**config.mk**
```make
export PLATFORM = sky130hd
export DESIGN_NAME = prescaled_counter
export DESIGN_NICKNAME = d
export VERILOG_FILES = /design/src/rtl/prescaled_counter.sv
export SDC_FILE = /design/constraint.sdc
export NUM_CORES = 1
export LEC_CHECK = 0
export BUFFER_PORTS_ARGS = -buffer_cell sky130_fd_sc_hd__buf_2
export CAP_MARGIN = 20
export CORE_MARGIN = 10
export CORE_UTILIZATION = 45
export DETAILED_ROUTE_END_ITERATION = 16
export HOLD_SLACK_MARGIN = 0.05
export PLACE_DENSITY = 0.6
export SLEW_MARGIN = 20
export SYNTH_ARGS = -nofsm -noshare
export SYNTH_HDL_FRONTEND = slang
export SYNTH_SLANG_ARGS = --single-unit
```
**constraint.sdc**
```tcl
create_clock -name CLK -period 2.4 [get_ports CLK]
set_input_delay 0.12 -clock CLK [delete_from_list [all_inputs] [get_ports CLK]]
set_output_delay 0.12 -clock CLK [all_outputs]
set_load 0.01 [all_outputs]
```
**src/rtl/prescaled_counter.sv**
```systemverilog
// prescaled_counter: up/down wrap/saturate counter stepped by a free-running prescaler
// Ports: CLK clock, RST sync active-high reset, en advance enable, dir 0 up/1 down,
//   sat 0 wrap/1 saturate, clr sync clear, count registered value,
//   tick one-cycle step pulse, limit one-cycle pulse for a step taken at the limit.
// Optional macro PRESCALED_COUNTER_LOAD_EN adds load_valid/load_value/load_ready.
module prescaled_counter #(
  parameter int WIDTH    = 4,
  parameter int DIV_MAX  = 2097151,
  parameter int DIV_BITS = (DIV_MAX == 0) ? 1 : $clog2(DIV_MAX + 1)
) (
  input  logic             CLK,
  input  logic             RST,
  input  logic             en,
  input  logic             dir,
  input  logic             sat,
  input  logic             clr,
`ifdef PRESCALED_COUNTER_LOAD_EN
  input  logic             load_valid,
  input  logic [WIDTH-1:0] load_value,
  output logic             load_ready,
`endif
  output logic [WIDTH-1:0] count,
  output logic             tick,
  output logic             limit
);
  localparam logic [DIV_BITS-1:0] DIV_TERM = DIV_BITS'(DIV_MAX);
  logic [DIV_BITS-1:0] r_div;
  logic [WIDTH-1:0]    r_count;
  logic                r_tick;
  logic                r_limit;
  logic                w_step;
  logic                w_at_lim;
  logic                w_load;
  logic [WIDTH-1:0]    w_load_value;
  logic [WIDTH-1:0]    w_next;
`ifdef PRESCALED_COUNTER_LOAD_EN
  assign load_ready   = !RST && !clr;
  assign w_load       = load_valid && load_ready;
  assign w_load_value = load_value;
`else
  assign w_load       = 1'b0;
  assign w_load_value = '0;
`endif
  assign w_step   = en && (r_div == DIV_TERM);
  assign w_at_lim = dir ? (r_count == '0) : (r_count == '1);
  // saturate blocks the step at the limit; wrap relies on modulo arithmetic
  assign w_next   = (sat && w_at_lim) ? r_count
                  : dir ? r_count - WIDTH'(1) : r_count + WIDTH'(1);
  always_ff @(posedge CLK) begin
    if (RST || clr) begin
      r_div   <= '0;
      r_count <= '0;
      r_tick  <= 1'b0;
      r_limit <= 1'b0;
    end else begin
      if (en) r_div <= (r_div == DIV_TERM) ? '0 : r_div + DIV_BITS'(1);
      r_count <= w_load ? w_load_value : w_step ? w_next : r_count;
      r_tick  <= w_step && !w_load;
      r_limit <= w_step && w_at_lim && !w_load;
    end
  end
  assign count = r_count;
  assign tick  = r_tick;
  assign limit = r_limit;
endmodule

```
# Word level (Yosys, flattened, before mapping)
# Index checks and enable logic that the tools add are counted.
# totals
ff_bits	27
input_bits	6
out_inout_bits	6
word_cells	19
# classes
n_addsub	3
eq_ne	2
muxes	3
bitwise	1
reduce_logical	6
# op_table
operator	n
21-bit by 1-bit adder with 21-bit output, second input constant	1
21-bit == test, second input constant	1
21-bit two-way mux	1
4-bit by 1-bit adder with 4-bit output, second input constant	1
4-bit == test, second input constant	1
4-bit logical NOT	1
4-bit two-way mux	1
4-bit by 1-bit subtractor with 4-bit output, second input constant	1
1-bit logical AND	3
2-bit AND reduction	1
1-bit logical OR	1
1-bit two-way mux	1
1-bit NOT	1

# Depth between registers and ports, before layout
# logic_depth
word_depth	5
ltp_mapped	7

# Least setup slack after synthesis
# No wires, ideal clock.
# synth_timing
path_type	flip-flop to flip-flop
start	register r_count[1], in the netlist count[1]
end	register r_count[3], in the netlist count[3]
setup_ns	0.072
arrival_time_ns	1.523
required_ns	2.328
path_slack_ns	0.806
path_stages_with_launch	6
n_path_buf	0
path_cell_list	dfxtp_1 ha_1 a211oi_1 o311ai_0 and4bb_2 mux2i_1
# synth_between
elab_chain_len	5
# synth_rtl
item	line_no	source
start: declaration	28	logic [WIDTH-1:0] r_count;
start signal: assignment	57	r_count <= w_load ? w_load_value : w_step ? w_next : r_count;
branches (longest 5 deep; another with 4-bit by 1-bit adder with 4-bit output)	--	
# Several ways; the timed one is not identified.
# A chain may end at the register's enable or synchronous reset.

# Final worst setup path
# layout_timing
start	register r_div[16]
end	register r_div[7]
# layout_between
elab_chain_len	2
# layout_rtl
item	line_no	source
start: declaration	27	logic [DIV_BITS-1:0] r_div;
start signal: assignment	56	if (en) r_div <= (r_div == DIV_TERM) ? '0 : r_div + DIV_BITS'(1);
21-bit == test	56	
21-bit two-way mux	56	
# Every way passes these cells.

==> run_results.csv <==
group,metric,value,unit
cells_and_area,finish.utilization,0.495,
cells_and_area,fin_area,1510,µm²
cells_and_area,antenna-diode-count,0,
clock_tree,numCtsBuffers,3,
logic_synthesis,syn-num-nets,172,
global_route,first_pass_grt_wire_length,5.18,mm
die,die_x,76.3,µm
sta,final.setup.tns,0,ps
clock_tree,post_cts.resized_instances,0,
logic_synthesis,netlist_area,1430,µm²
placement,placement.setup.worst_slack,448,ps
die,die_area,5820,µm²
clock_tree,worstSkewPairLatency,310,ps
critical_path,crit_slowest_cell,"sky130_fd_sc_hd__a21o_1",
die,floorplan.initialDensity,0.467,
clock_tree,clk_path_buf_depth,2,
sta,final_min_period_over_clock_period,0.815,
logic_synthesis,yosysWarningCount,0,
pwr,vdd_drop_max,0.215,mV
global_route,largest_net_degree_at_the_start_of_global_routing,18,
flow_run,number_of_max_cap_violations,0,
die,num_io_pins,12,
sta,hold_slack,72.9,ps
outcome,outcome,"completed",
sta,max_transition_viols_final,0,
clock_tree,cts.root.buffer_cell,"sky130_fd_sc_hd__clkbuf_4",
hold_path,hold_class,"primary input to flip-flop",
sta,final_critical_path_setup_slack,445,ps
critical_path,kind_of_critical_path,"flip-flop to flip-flop",
global_route,grt_antenna_before_repair,0,
logic_synthesis,synth-main-ff-cell,"sky130_fd_sc_hd__dfxtp_1",
logic_synthesis,synth-edff-count,0,
clock_tree,worst_setup_hold_path_clk_slew,140,ps
route,post_drt_wl_per_cell,13.6,µm
logic_synthesis,synth.top_cells.by_area,"sky130_fd_sc_hd__dfxtp_1 (38%), sky130_fd_sc_hd__nand4_1 (5.3%), sky130_fd_sc_hd__nor2_1 (4.7%)",
global_route,first_global_vias,1206,
sta,post_layout_minimum_cycle_time,1960,ps
sta,worst_slew_pin_slew,645,ps
sta,maxClockFrequency,0.511,GHz
logic_synthesis,synthDominantAreaCellType,"sky130_fd_sc_hd__dfxtp_1",
placement,place.detailed.hpwl,2.22,mm
logic_synthesis,synthDistinctLibCells,39,
logic_synthesis,synth_sequential_area_ratio,0.379,
die,placement_rows,20,
logic_synthesis,netlist_instances,162,
route,finalWirelength,2.90,mm
clock_tree,cts-hold-fix-buffers,0,
critical_path,crit_chain,"nand4_1 -> nor4_1 -> a21o_1 -> nor2_1",
logic_synthesis,asyncSetResetFlopFracSynth,0,
critical_path,critical_path.max_stage_delay,570,ps
critical_path,endpoint_kind_of_the_worst_setup_timing_path,"flip-flop",
logic_synthesis,syn_area_per_cell,8.80,µm²
placement,globalplace.congestion,0.833,
critical_path,startpoint_kind_of_the_worst_setup_timing_path,"flip-flop",
critical_path,timing.critical_path.arrival,2160,ps
pwr,power.density,445,nW/µm²
sta,finalSetupViolCount,0,
placement,placed_cell_area,1490,µm²
clock_tree,clock-sinks,27,
route,initialDrtViolationCount,75,
sta,max-slew-margin-rel,0.566,
route,detail-route-antenna-nets,0,
critical_path,highest_net_fanout_along_the_worst_path,17,
clock_tree,htreeDepth,1,
route,vias_per_cell,5.63,
route,drt_pass1_iterations,4,
cells_and_area,areaGrowthSynthToFinish,6.15,%
logic_synthesis,ys_seq_elements,27,
die,fp.coreArea,3050,µm²
logic_synthesis,netlist.area_leader.share,0.379,
cells_and_area,num-nets-final,181,
pwr,power.leakage,0.000520,µW
critical_path,critPathRequiredTime,2600,ps
sta,final_hold_viol_count,0,
sta,worst_clock_skew,4.44,ps
die,die_height,76.3,µm
placement,placement.io_buffers,11,
global_route,globalRoute.totalOverflow,0,
cells_and_area,layout-drive-gt1-share,0.135,
sta,setup_repair_after_global_routing_missed_its_margin,"false",
clock_tree,cts_tree,"done",
global_route,globalRouteTotalUtil,0.100,
clock_tree,post-cts-setup-buffers,0,
route,vias,1205,
route,drt_drc_violations_left,0,
## registers in the layout, summed over array words and instances, names as in the netlist
| name | cells |
|---|---|
| r_div | 21 |
| count | 4 |
| limit | 1 |
| tick | 1 |
## final timing paths
| path | endpoint | cells past startpoint | from | slack (ps) |
|---|---|---|---|---|
| min | count[3] | 3 | RST | 70 |
| min reg2reg | r_div[1] | 2 | r_div[1] | 500 |
| max | r_div[7] | 4 | r_div[16] | 440 |
| max reg2reg | r_div[7] | 4 | r_div[16] | 440 |
## synth_stat cells, types with 2 or more instances
master                     count
sky130_fd_sc_hd__and3_1        4
sky130_fd_sc_hd__nor3_1        3
sky130_fd_sc_hd__nand4_1      12
sky130_fd_sc_hd__buf_4         4
sky130_fd_sc_hd__inv_1         5
sky130_fd_sc_hd__mux2i_1       2
sky130_fd_sc_hd__a21oi_1       8
sky130_fd_sc_hd__o31ai_1       3
sky130_fd_sc_hd__nor2_1       18
sky130_fd_sc_hd__ha_1          3
sky130_fd_sc_hd__and4_1        6
sky130_fd_sc_hd__o21ai_0       6
sky130_fd_sc_hd__nand4_2       2
sky130_fd_sc_hd__o311ai_0      2
sky130_fd_sc_hd__nand2_1       8
sky130_fd_sc_hd__a211oi_1      2
sky130_fd_sc_hd__xor2_1        7
sky130_fd_sc_hd__nor4_1        4
sky130_fd_sc_hd__or3_1         6
sky130_fd_sc_hd__and2_1        2
sky130_fd_sc_hd__dfxtp_1      27
sky130_fd_sc_hd__nand3_1       5
sky130_fd_sc_hd__xnor2_1       7
## final cells by class
cell class | instances | area (µm²)
tap | 44 | 55.1
clock buffer | 3 | 22.5
fill | 316 | 1540
sequential | 27 | 541
timing repair buffer | 11 | 55.1
multi-input combinational | 123 | 816
clock inverter | 1 | 5.00
inverter | 5 | 18.8
## power breakdown
| part | internal (µW) | switching [µW] |
|---|---|---|
| combinational | 12.2 | 19.4 |
| clock | 62.3 | 129 |
| sequential | 450 | 0.962 |
| total | 524 | 149 |
## critical path, delay by kind of cell (launching register included)
| family | cells | cell delay (ps) |
|---|---|---|
| AO/OA/AOI/OAI | 1 | 570 |
| AND/OR/NAND/NOR | 3 | 810 |
| flip-flops | 1 | 450 |
## cell families after synthesis
group,after synthesis,synth area share
compound gates,27,0.121
xor+xnor,14,0.0860
fa+ha+maj,4,0.0404
buf+inv,12,0.0483
flops,27,0.379
mux,2,0.0140
simple gates,76,0.311
## metal layers
metal  wire length, µm  track usage  share of wire
met5                 0            0              0
met4                 9       0.0204         0.0031
met2              1300        0.162           0.45
met3               152       0.0295          0.052
met1              1440        0.129           0.50
## placed cells by master (no fill, tap or decap), drive strengths merged, types with 6 or more instances in the layout
| cell type | instances |
|---|---|
| buf | 11 |
| and4 | 6 |
| dfxtp | 27 |
| nand4 | 14 |
| a21oi | 9 |
| o21ai | 6 |
| or3 | 6 |
| xnor2 | 7 |
| nand2 | 8 |
| xor2 | 7 |
| nor2 | 18 |
| nand3 | 6 |
## metrics by stage
step,power [µW],instances
final,673,214
after global placement,491,210
after detailed placement,492,210
after CTS,683,214
after floorplan,482,162
after global routing,707,214
(Power assumes the default switching activity.)
